## config.mk

```make
export PLATFORM = sky130hd
export DESIGN_NAME = pc_unit_flat
export DESIGN_NICKNAME = d
export VERILOG_FILES = /design/src/rtl/pc_if.sv /design/src/rtl/pc_unit.sv /design/src/flat_wrapper.sv
export SDC_FILE = /design/constraint.sdc
export NUM_CORES = 1
export LEC_CHECK = 0
export BUFFER_PORTS_ARGS = -buffer_cell sky130_fd_sc_hd__clkbuf_2
export CAP_MARGIN = 15
export CORE_ASPECT_RATIO = 0.9
export CORE_MARGIN = 3
export CORE_UTILIZATION = 35
export CTS_CLUSTER_SIZE = 10
export DETAILED_ROUTE_END_ITERATION = 16
export PLACE_DENSITY = 0.64
export SYNTH_ARGS = -nofsm -noshare
export SYNTH_HDL_FRONTEND = slang
export SYNTH_SLANG_ARGS = --single-unit
export TNS_END_PERCENT = 50
```

## constraint.sdc

```tcl
create_clock -name clk -period 2.5 [get_ports clk]
set_input_delay 0.25 -clock clk [delete_from_list [all_inputs] [get_ports clk]]
set_output_delay 0.25 -clock clk [all_outputs]
set_load 0.005 [all_outputs]
```

## src/rtl/pc_if.sv

```systemverilog
// pc_if: fetch-redirect bus between the pipeline control and the program counter.
interface pc_if #(parameter int PC_W = 10);
  logic            stall_i;
  logic            redirect_valid_i;
  logic [PC_W-1:0] redirect_target_i;
  logic [PC_W-1:0] pc_o;
  logic            pc_valid_o;
  logic            flush_o;
  logic            fault_o;
  modport master (output stall_i, redirect_valid_i, redirect_target_i,
                  input  pc_o, pc_valid_o, flush_o, fault_o);
  modport slave  (input  stall_i, redirect_valid_i, redirect_target_i,
                  output pc_o, pc_valid_o, flush_o, fault_o);
endinterface

```

## src/rtl/pc_unit.sv

```systemverilog
// pc_unit: program counter FSM with stall, redirect/flush and wrap; define PC_TRAP_EN
// to trap out-of-range redirects to TRAP_PC with a sticky fault, otherwise targets wrap modulo MEM_WORDS.
module pc_unit #(
  parameter int PC_W      = 10,
  parameter int MEM_WORDS = 1024,
  parameter int RESET_PC  = 0,
  parameter int TRAP_PC   = 0
) (
  input logic clk,
  input logic reset,
  pc_if.slave bus
);
  typedef enum logic [1:0] {IDLE, RUN, STALL, FLUSH} state_t;
  state_t          state_q, state_d;
  logic [PC_W-1:0] pc_q, pc_d, tgt, pc_inc;
  logic            valid_q, valid_d, flush_q, flush_d, fault_q, fault_d, redir;
  always_comb begin
    redir  = bus.redirect_valid_i && state_q != IDLE;
    pc_inc = pc_q == PC_W'(MEM_WORDS - 1) ? '0 : pc_q + 1'b1;
`ifdef PC_TRAP_EN
    tgt     = 32'(bus.redirect_target_i) >= MEM_WORDS ? PC_W'(TRAP_PC) : bus.redirect_target_i;
    fault_d = fault_q | (redir && 32'(bus.redirect_target_i) >= MEM_WORDS);
`else
    tgt     = PC_W'(32'(bus.redirect_target_i) % MEM_WORDS);
    fault_d = 1'b0;
`endif
    state_d = state_q;
    pc_d    = pc_q;
    valid_d = 1'b1;
    flush_d = 1'b0;
    if (state_q == IDLE) begin
      state_d = RUN;
      pc_d    = PC_W'(RESET_PC);
      valid_d = 1'b0;
    end else if (redir) begin
      state_d = FLUSH;
      pc_d    = tgt;
      valid_d = 1'b0;
      flush_d = 1'b1;
    end else if (bus.stall_i) begin
      state_d = STALL;
    end else begin
      state_d = RUN;
      // advance only past a PC that was actually presented as valid
      pc_d    = state_q == RUN && valid_q ? pc_inc : pc_q;
    end
  end
  always_ff @(posedge clk or posedge reset) begin
    if (reset) begin
      state_q <= IDLE;
      pc_q    <= PC_W'(RESET_PC);
      valid_q <= 1'b0;
      flush_q <= 1'b0;
      fault_q <= 1'b0;
    end else begin
      state_q <= state_d;
      pc_q    <= pc_d;
      valid_q <= valid_d;
      flush_q <= flush_d;
      fault_q <= fault_d;
    end
  end
  assign bus.pc_o       = pc_q;
  assign bus.pc_valid_o = valid_q;
  assign bus.flush_o    = flush_q;
  assign bus.fault_o    = fault_q;
endmodule

```

## src/flat_wrapper.sv

```systemverilog
// flat-port wrapper written by rule: the top's interface ports become plain ports
module pc_unit_flat 
#(
  parameter int PC_W      = 10,
  parameter int MEM_WORDS = 1024,
  parameter int RESET_PC  = 0,
  parameter int TRAP_PC   = 0
)
  (clk, reset, bus_stall_i, bus_redirect_valid_i, bus_redirect_target_i, bus_pc_o, bus_pc_valid_o, bus_flush_o, bus_fault_o);
  pc_if #(.PC_W(PC_W)) bus_i ();
  input logic clk;
  input logic reset;
  input wire logic [$bits(bus_i.stall_i)-1:0] bus_stall_i;
  input wire logic [$bits(bus_i.redirect_valid_i)-1:0] bus_redirect_valid_i;
  input wire logic [$bits(bus_i.redirect_target_i)-1:0] bus_redirect_target_i;
  output wire logic [$bits(bus_i.pc_o)-1:0] bus_pc_o;
  output wire logic [$bits(bus_i.pc_valid_o)-1:0] bus_pc_valid_o;
  output wire logic [$bits(bus_i.flush_o)-1:0] bus_flush_o;
  output wire logic [$bits(bus_i.fault_o)-1:0] bus_fault_o;
  assign bus_i.stall_i = bus_stall_i;
  assign bus_i.redirect_valid_i = bus_redirect_valid_i;
  assign bus_i.redirect_target_i = bus_redirect_target_i;
  assign bus_pc_o = bus_i.pc_o;
  assign bus_pc_valid_o = bus_i.pc_valid_o;
  assign bus_flush_o = bus_i.flush_o;
  assign bus_fault_o = bus_i.fault_o;
  pc_unit #(.PC_W(PC_W), .MEM_WORDS(MEM_WORDS), .RESET_PC(RESET_PC), .TRAP_PC(TRAP_PC)) u_core (.clk(clk), .reset(reset), .bus(bus_i));
endmodule
```

# Word-level counts from Yosys, hierarchy flattened

Cells that the tools add are included.

Word-level logic and storage cells: 26
Output and inout bits: 13
Flip-flop bits (word level): 14
Input port bits: 14

Muxes and demuxes: 12
Equality and inequality tests: 3
Reductions and logical operators: 6
Add/subtract/negate cells: 1

Operators with widths:

| cell                                                                     | number |
|---|---|
| 10-bit 2-to-1 mux                                                        | 5 |
| 10-bit by 1-bit adder with 10-bit output (second input constant)         | 1 |
| 10-bit equality test (second input constant)                             | 1 |
| 2-bit 2-to-1 mux                                                         | 3 |
| 1-bit 2-to-1 mux                                                         | 4 |
| 3-bit by 1-bit inequality test with 1-bit output (second input constant) | 1 |
| 3-bit nonzero test                                                       | 1 |
| 2-bit by 1-bit equality test with 1-bit output (second input constant)   | 1 |
| 1-bit logical AND                                                        | 2 |
| 2-bit logical NOT                                                        | 1 |
| 2-bit AND reduction                                                      | 1 |
| 2-bit nonzero test                                                       | 1 |

# Logic depth before layout (Yosys ltp)

Gate-level depths: netlist of run 1.

Depth after elaboration: 6
Depth in mapped cells: 6

# Least setup slack after synthesis of run 1

No wires, ideal clock.

Kind: flip-flop to flip-flop
Start: reg u_core.pc_q[0], in the netlist u_core.bus.pc_o[0]
End: reg u_core.pc_q[7], in the netlist u_core.bus.pc_o[7]
Path slack: 0.690 ns
Clock period less this slack: 1.810 ns
Data required time: 2.361 ns
Stages on the path, launching flop included: 6
Buffers on the path: 0
Data arrival time: 1.671 ns
Library setup time: 0.139 ns
Cell sequence: dfrtp_1 > ha_1 > and4_4 > nand3_4 > and4_4 > or4_1

Word-level cells in the longest chain between the ends: 6
Elaborated cells between the ends (all ways): 7

Ends and longest elaborated chain:

| what                                                                                    | line          | source |
|---|---|---|
| start, declared                                                                         | pc_unit.sv:15 | `logic [PC_W-1:0] pc_q, pc_d, tgt, pc_inc;` |
| start signal, assigned                                                                  | pc_unit.sv:51 | `pc_q <= PC_W'(RESET_PC);` |
| start signal, assigned                                                                  | pc_unit.sv:57 | `pc_q <= pc_d;` |
| 10-bit by 1-bit adder with 10-bit output / 10-bit equality test (equally long branches) | pc_unit.sv:19 | `pc_inc = pc_q == PC_W'(MEM_WORDS - 1) ? '0 : pc_q + 1'b1;` |
| 10-bit 2-to-1 mux (*)                                                                   | pc_unit.sv:19 |  |
| 10-bit 2-to-1 mux (*)                                                                   | pc_unit.sv:45 | `pc_d = state_q == RUN && valid_q ? pc_inc : pc_q;` |
| 10-bit 2-to-1 mux (*)                                                                   | pc_unit.sv:40 | `end else if (bus.stall_i) begin` |
| 10-bit 2-to-1 mux (*)                                                                   | pc_unit.sv:35 | `end else if (redir) begin` |
| 10-bit 2-to-1 mux (*)                                                                   | pc_unit.sv:31 | `if (state_q == IDLE) begin` |

Every way passes the cells marked *; elsewhere a longest branch is shown, timed or not. The select of a mux whose other input is x is not followed.
A chain may end at the register's enable or synchronous reset.

# Final worst setup path of run 1

Same ends and word-level chain as after synthesis.

==> summary.txt, run 1 <==
Yosys
  • Cell Area, Synth: 893 um2
  • Synth top area share: 39.2%
  • Syn_nets: 114
  • Synth Flop Type: dfrtp_1
  • EDFF count, synth: 0
  • Post-synth top area cell: dfrtp_1
  • FF+latch count, synth: 14
  • Post-Syn Area per Cell: 9.02 um2
  • Yosys warns: 0
  • Netlist cell types: 43
  • Post-Syn Instances: 99
  • Synth area leaders: dfrtp_1 (39%), o2bb2ai_1 (3.9%), nor2_1 (3.8%)
  • Async set-reset flop share out of synthesis: 100%
  • Seq/Total Area, Yosys: 39.2%

Worst setup path
  • Worst setup SP type: register
  • Reg2reg start: u_core.bus.pc_o[0]
  • R2R setup slack: 510 ps
  • Worst R2R End: u_core.bus.pc_o[7]
  • Arr. time, crit path: 2160 ps
  • CP Data Required Time: 2670 ps
  • Reg2Reg Depth: 5
  • CP max FO: 7
  • CP endpoint kind: register
  • Worst Setup SP: u_core.bus.pc_o[0]
  • CP Class: register to register

Timing
  • Max Clk Rate: 0.503 GHz
  • Setup tns final: 0 ps
  • Clk_skew: 13.8 ps
  • Endpoints failing setup: 0
  • Crit path time final: 1990 ps
  • Fin. max-slew vios: 0
  • Final Hold Fails: 0
  • Worst slew margin: 63.6%
  • Fin crit share: 79.4%
  • Worst Max-Slew Pin Slew: 540 ps
  • RSZ-0062 raised after global routing: false

Clock network
  • CTS resizes: 0
  • H-tree depth: 1
  • Largest buffer count on any clock path: 2
  • Root buf cell: clkbuf_4
  • CTS buffer count: 3
  • CTS tree: yes
  • Clock Latency Late Sink: 290 ps
  • Clock sinks: 14
  • Worst-path clk slew: 100 ps

Detailed routing
  • Drt first pass iters: 4
  • Antenna Nets Post-Route: 0
  • Via count: 862
  • Final WL: 2.31 mm
  • Initial DRC count: 27
  • Vias per inst: 5.71
  • Wire length per cell: 15.3 um
  • Drt drc: 0

Global routing
  • First-pass GRT wire length: 3.64 mm
  • GRT Overall Usage: 15.4%
  • Grt ovf: 0
  • Vias in the first global route: 781
  • Initial antenna violation count: 0
  • Largest net degree at the start of global routing: 31

Floorplan
  • Die Footprint: 3200 um2
  • Core area: 2300 um2
  • Chip height: 53.9 um
  • Initial Util: 38.8%
  • IO Count: 27
  • Row count: 16
  • Die width: 59.3 um

Power and ir drop
  • Worst ir drop on vdd: 322 uV
  • Lkg Pwr: 0.491 nW
  • Power Density: 579 nW/um2
  • Total power: 0.625 mW

Place
  • Dpl hpwl: 1.70 mm
  • Routability cong.: 0.837
  • DP Cell Count: 146
  • DP Area: 1030 um2
  • Port-buffer cells: 25

Final layout
  • Nets: 140
  • Final cell count without fillers: 151
  • Commonest cells after routing, fill and taps aside: clkbuf_2 (25), dfrtp_1 (14), nor2_1 (9), inv_1 (6)
  • Share of layout cells above drive strength 1: 29.0%
  • Most common cell after layout, fill and taps aside: clkbuf_2
  • Final core occ: 46.9%
  • P&R area growth vs syn: 20.9%
  • Ant. Diodes: 0
  • Final instance area: 1080 um2

Worst hold path
  • Hold wc startpoint: bus_stall_i
  • Hold endpoint: u_core.state_q[0]
  • Hold Crit Class: input port to register
  • Worst Hold Depth: 2

Job
  • Max-cap violations: 0

Status
  • Status: finished clean
flip-flops by register name (all words and copies together), names as in the netlist:
register,count
u_core.bus.pc_valid_o,1
u_core.state_q,2
u_core.bus.pc_o,10
u_core.bus.flush_o,1
report_power, final:
part | leakage, nW | internal (mW) | total [mW] | switching (mW)
registers | 0.165 | 0.255 | 0.303 | 0.0472
logic | 0.305 | 0.0762 | 0.153 | 0.0767
clock network | 0.0210 | 0.0887 | 0.170 | 0.0811
cells in the mapped netlist (all sizes together) (3+ instances only):
cell type  count
a21oi          4
and3           4
and4           3
clkbuf         5
dfrtp         14
inv            6
nand2          4
nand2b         3
nand3          3
nand4          3
nor2           9
o21ai          6
o2bb2ai        4
worst max-delay path by stage:
stage               depth (start not counted)            endpoint  slack (ps)
finish                                      5  u_core.bus.pc_o[7]         510
detailed placement                          5  u_core.bus.pc_o[7]         550
CTS                                         5  u_core.bus.pc_o[7]         530
global placement                            5  u_core.bus.pc_o[7]         610
global route                                5  u_core.bus.pc_o[7]         450
floorplan                                   5  u_core.bus.pc_o[7]         690
layer usage:
metal | GRT usage, % | wire, um | part of all wire, % | vias up
met5 | 0 | 0 | 0 | -
met1 | 22.8 | 1220 | 53 | 403
met4 | 3.77 | 0 | 0 | 0
li1 | - | - | - | 428
met3 | 4.56 | 133 | 5.8 | 0
met2 | 21.6 | 957 | 41 | 31
kinds of logic (layout without fill, tap and decap cells):
logic type	Yosys count	count (layout)	share of synthesized area [%]
other	1	1	0.420
DFF	14	14	39.2
and+or+nand+nor	42	42	29.4
buffers and inverters	12	37	5.46
adders and majority gates	1	1	1.40
AOI/OAI and AO/OA	29	29	24.1
area by class of cell:
cell class	count	area, um2
Timing Repair Buffer	27	143
Tap cell	27	33.8
Inverter	6	22.5
Sequential cell	14	350
Fill cell	240	1220
Multi-Input combinational cell	73	494
Clock buffer	4	36.3
worst max-delay path: stages, from the launching register on:
cell and delay (ps):
dfrtp_1 480, ha_1 300, and4_4 280, nand3_4 100, and4_4 190, or4_1 510
per-stage QoR:
step,worst slack [ps],hold WS [ps]
2_1_floorplan,690,139
3_3_place_gp,613,307
4_1_cts,530,156
5_1_grt,445,174
6_report,514,158
3_5_place_dp,546,310
repair_timing:
action                                  in CTS  in global routing
endpoints found under the setup margin       0                  0
hold endpoints to repair                     8                  0
hold buffers                                 1                  0
setup buffers                                0                  0
Note: power is estimated with default switching activity, not from simulation.
==> run 2, diff against run 1 <==
Clock period 2.5 ns to 1.85 ns, I/O delays scaled along.
==> run 2 against run 1 <==
Effect of this change:
- utilization rose by 2.7 points
- sequential power increased by 28%
- critical path type unchanged
- via count is 6.7% higher
- critical endpoint unchanged
- final cell count grew 6.0%
==> summary.txt, run 2 (same netlist as run 1, synthesis figures left out) <==
Place
  • Dpl hpwl: 1.90 mm
  • Port-buffer cells: 25
  • Routability cong.: 0.920

Detailed routing
  • Initial DRC count: 30
  • Drt first pass iters: 4
  • Antenna Nets Post-Route: 0
  • Wire length per cell: 15.3 um
  • Drt drc: 0
  • Vias per inst: 5.75
  • Via count: 920
  • Final WL: 2.45 mm

Worst setup path
  • CP Data Required Time: 2010 ps
  • Reg2reg start: u_core.bus.pc_o[2]
  • CP Class: register to register
  • Worst R2R End: u_core.bus.pc_o[7]
  • CP max FO: 8
  • Arr. time, crit path: 1890 ps
  • R2R setup slack: 120 ps
  • CP endpoint kind: register
  • Worst setup SP type: register
  • Reg2Reg Depth: 4

Clock network
  • CTS buffer count: 3
  • CTS tree: yes
  • Root buf cell: clkbuf_4
  • Post-CTS Repair Setup Buffers: 0
  • Clock Latency Late Sink: 280 ps
  • Worst-path clk slew: 80 ps
  • CTS resizes: 0
  • H-tree depth: 1
  • Clock sinks: 14
  • Largest buffer count on any clock path: 2

Floorplan
  • Row count: 16
  • Die width: 59.3 um
  • Core area: 2300 um2
  • Die Footprint: 3200 um2
  • Initial Util: 38.8%
  • IO Count: 27
  • Chip height: 53.9 um

Final layout
  • Nets: 150
  • P&R area growth vs syn: 27.7%
  • Final core occ: 49.6%
  • Footprint of the multi-input gates: 494 um2
  • Commonest cells after routing, fill and taps aside: clkbuf_2 (25), dfrtp_1 (14), buf_4 (11), nor2_1 (9), inv_1 (6)
  • Max reg flops: 10
  • Most common cell after layout, fill and taps aside: clkbuf_2
  • Register area: 350 um2
  • Share of layout cells above drive strength 1: 33.8%
  • Fillers: 230
  • Ant. Diodes: 0

Global routing
  • Initial antenna violation count: 0
  • GRT Overall Usage: 16.6%
  • Vias in the first global route: 891
  • First-pass GRT wire length: 3.99 mm
  • Grt ovf: 0
  • Largest net degree at the start of global routing: 19

Timing
  • Endpoints failing setup: 0
  • RSZ-0062 raised after global routing: false
  • Worst Max-Slew Pin Slew: 575 ps
  • Max Clk Rate: 0.577 GHz
  • Crit path time final: 1730 ps
  • Worst slew margin: 61.6%
  • Final Hold Fails: 0
  • Fin crit share: 93.7%
  • Setup tns final: 0 ps
  • Clk_skew: 4.52 ps
  • Fin. max-slew vios: 0

Worst hold path
  • Worst Hold Depth: 2
  • Hold wc startpoint: bus_stall_i
  • Hold Crit Class: input port to register
  • Hold endpoint: u_core.state_q[0]

Job
  • Max-cap violations: 0

Status
  • Status: finished clean

Power and ir drop
  • Lkg Pwr: 0.533 nW
  • Worst ir drop on vdd: 451 uV
  • Power Density: 727 nW/um2
-- run 2: changes by cell type in the layout (fill, tap and decap cells not counted) --
cell,change
buf_4,+10
clkbuf_8,-1
-- run 2: stage by stage --
| stage | area, um2 | setup WS [ps] | power (mW) | hold slack (ps) | std cells |
|---|---|---|---|---|---|
| 6_report | 1140 | 117 | 0.830 | 92.9 | 160 |
| 5_1_grt | 1140 | 20.0 | 0.888 | 97.6 | 160 |
| 4_1_cts | 1140 | 115 | 0.842 | 81.3 | 160 |
| 3_5_place_dp | 1110 | 135 | 0.660 | 255 | 156 |
| 3_3_place_gp | 1110 | 179 | 0.656 | 243 | 156 |
| 2_1_floorplan | 893 | 40.2 | 0.529 | 74.2 | 99 |
-- run 2: worst max path at each step --
stage,to,depth (start not counted),slack (ps),from
finish,u_core.bus.pc_o[7],4,120,u_core.bus.pc_o[2]
global route,u_core.bus.pc_o[8],6,20,u_core.bus.pc_o[0]
CTS,u_core.bus.pc_o[7],4,110,u_core.bus.pc_o[2]
detailed placement,u_core.bus.pc_o[7],5,130,u_core.bus.pc_o[0]
global placement,u_core.bus.pc_o[7],5,180,u_core.bus.pc_o[0]
floorplan,u_core.bus.pc_o[7],5,40,u_core.bus.pc_o[0]
-- run 2: power by group --
group | switching [mW] | total (mW) | internal, mW
sequential | 0.0422 | 0.387 | 0.345
combinational | 0.135 | 0.269 | 0.135
clock | 0.0978 | 0.173 | 0.0755
total | 0.275 | 0.830 | 0.555
-- run 2: cell type report --
| type | instances | share of cell area [%] |
|---|---|---|
| sequential | 14 | 30.7 |
| clock buffer | 3 | 1.97 |
| tap | 27 | 2.96 |
| timing repair buffer | 37 | 19.1 |
| multi-input combinational | 73 | 43.3 |
| inverter | 6 | 1.97 |
-- run 2: per-layer routing --
layer / share of wire [%] / vias up / track usage [%]
met1: 47 / 434 / 22.6
met5: 0 / - / 0
li1: - / 444 / -
met2: 44 / 40 / 25.8
met4: 0.49 / 0 / 2.26
met3: 8.6 / 2 / 6.00
-- run 2: repair_timing --
action	4_1_cts	5_1_grt
hold buffers	1	0
hold endpoints to repair	14	0
endpoints found under the setup margin	0	0
-- run 2: worst max-delay path: stages, from the launching register on --
cell	delay, ps
dfrtp_1	500
and4_4	300
nand3_4	100
and4_4	200
or4_1	520
==> run 3, diff against run 2 <==
Settings changed: BUFFER_PORTS_ARGS -buffer_cell sky130_fd_sc_hd__clkbuf_2 to unset, DONT_BUFFER_PORTS set to 1, PLACE_DENSITY 0.64 to 0.55.
==> run 3 against run 2 <==
Effect of this change:
- power down 3.2%
- fmax up 0.98%
- hold slack worse by 76 ps
- setup slack better by 17 ps
- count of clock-buffer cells in the layout unchanged
- final cell count down 14%
- utilization down 4.2 points
- combinational power down 12%
- design area down 8.6%
- non-clock buffer count down 22
- critical path type unchanged
- largest cell class unchanged
- highest routed layer unchanged
==> summary.txt, run 3 (same netlist as run 1, synthesis figures left out) <==
Worst setup path
  • CP max FO: 5
  • Arr. time, crit path: 1880 ps
  • Reg2reg start: u_core.bus.pc_o[0]
  • CP Class: register to register
  • CP Buf/Inv Count: 0
  • Critical path depth in cells: 5
  • Crit-path cells: ha_1 > and4_4 > nand3_4 > and4_4 > or4_1
  • Reg2Reg Depth: 5
  • R2R setup slack: 130 ps
  • Crit path largest cell delay: 500 ps
  • Worst Setup EP: u_core.bus.pc_o[7]
  • CP endpoint kind: register
  • Worst R2R End: u_core.bus.pc_o[7]
  • CP delay by family, top: simple AND/OR/NAND/NOR gates
  • CP Data Required Time: 2010 ps
  • Slowest-stage cell, CP: or4_1
  • Worst setup SP type: register
  • Critical path's most frequent cell: and4_4
  • Worst Setup SP: u_core.bus.pc_o[0]

Place
  • Port-buffer cells: 0
  • Routability cong.: 0.830
  • Dpl hpwl: 1.84 mm
  • DP Cell Count: 132

Timing
  • Fin crit share: 92.8%
  • Max Clk Rate: 0.583 GHz
  • Worst Max-Slew Pin Slew: 574 ps
  • Endpoints failing setup: 0
  • Final Hold Fails: 0
  • Worst slew margin: 61.7%
  • Fin Hold WS: 17.2 ps
  • Crit path time final: 1720 ps
  • Fin. max-slew vios: 0
  • RSZ-0062 raised after global routing: false
  • Clk_skew: 8.15 ps
  • Setup tns final: 0 ps

Detailed routing
  • Antenna Nets Post-Route: 0
  • Wire length per cell: 17.7 um
  • Via count: 850
  • Drt first pass iters: 4
  • Final WL: 2.45 mm
  • Vias per inst: 6.16
  • Drt drc: 0
  • Initial DRC count: 55

Global routing
  • First-pass GRT wire length: 4.06 mm
  • Vias in the first global route: 790
  • Largest net degree at the start of global routing: 31
  • Grt ovf: 0
  • Initial antenna violation count: 0
  • GRT Overall Usage: 17.3%

Status
  • Status: finished clean

Clock network
  • Clock Latency Late Sink: 290 ps
  • Worst-path clk slew: 100 ps
  • CTS buffer count: 3
  • Root buf cell: clkbuf_4
  • Largest buffer count on any clock path: 2
  • CTS tree: yes
  • Post-CTS Repair Setup Buffers: 0
  • H-tree depth: 1
  • Clock sinks: 14

Power and ir drop
  • Lkg Pwr: 0.441 nW
  • Total power: 0.803 mW
  • Power Density: 770 nW/um2
  • Worst ir drop on vdd: 503 uV

Final layout
  • Share of layout cells above drive strength 1: 18.9%
  • P&R area growth vs syn: 16.8%
  • Nets: 128
  • Max reg flops: 10
  • Fillers: 221
  • Most common cell after layout, fill and taps aside: dfrtp_1
  • Final cell count without fillers: 138
  • Commonest cells after routing, fill and taps aside: dfrtp_1 (14), buf_4 (12), nor2_1 (9), inv_1 (6)
  • Ant. Diodes: 0

Floorplan
  • Chip height: 53.9 um
  • Core area: 2300 um2
  • Die Footprint: 3200 um2
  • Row count: 16
  • Die width: 59.3 um
  • Initial Util: 38.8%
  • IO Count: 27

Job
  • Max-cap violations: 0

Worst hold path
  • Hold Crit Class: input port to register
-- run 3: worst min-delay path by stage --
stage               cells after the start                    end  slack [ps]                startpoint
floorplan                               1     u_core.bus.flush_o          70                     reset
global placement                        1     u_core.bus.pc_o[5]         170                     reset
detailed placement                      1     u_core.bus.pc_o[5]         170                     reset
CTS                                     1  u_core.bus.pc_valid_o          20      bus_redirect_valid_i
global route                            1  u_core.bus.pc_valid_o           9      bus_redirect_valid_i
finish                                  2     u_core.bus.pc_o[8]          20  bus_redirect_target_i[8]
-- run 3: what timing repair did --
action / CTS / global route
endpoints found under the setup margin: 0 / 0
resized for setup: 0 / 0
hold buffers: 3 / 0
endpoints found under the hold margin: 16 / 0
-- run 3: layer usage --
| layer | wire length, um | vias up | GRT usage (%) |
|---|---|---|---|
| met5 | 0 | - | 0 |
| met4 | 15 | 0 | 3.40 |
| met2 | 1100 | 34 | 26.0 |
| li1 | - | 404 | - |
| met1 | 1080 | 410 | 22.9 |
| met3 | 244 | 2 | 7.67 |
-- run 3: stage by stage --
| stage | cell area, um2 | worst slack (ps) | util [%] |
|---|---|---|---|
| floorplan | 893 | 40.2 | - |
| global placement | 991 | 174 | 43.0 |
| detailed placement | 991 | 142 | 43.0 |
| CTS | 1040 | 128 | 45.3 |
| global route | 1040 | 41.5 | 45.3 |
| finish | 1040 | 134 | 45.3 |
-- run 3: cell type report --
type                            instances  area [um2]  area share, %
Clock buffer                            3        22.5           2.16
Inverter                                6        22.5           2.16
Multi-Input combinational cell         73         494           47.4
Sequential cell                        14         350           33.6
Tap cell                               27        33.8           3.24
Timing Repair Buffer                   15         120           11.5
-- run 3: where the power goes --
group | switching (mW) | internal (mW)
combinational | 0.124 | 0.114
sequential | 0.0351 | 0.345
clock | 0.109 | 0.0756
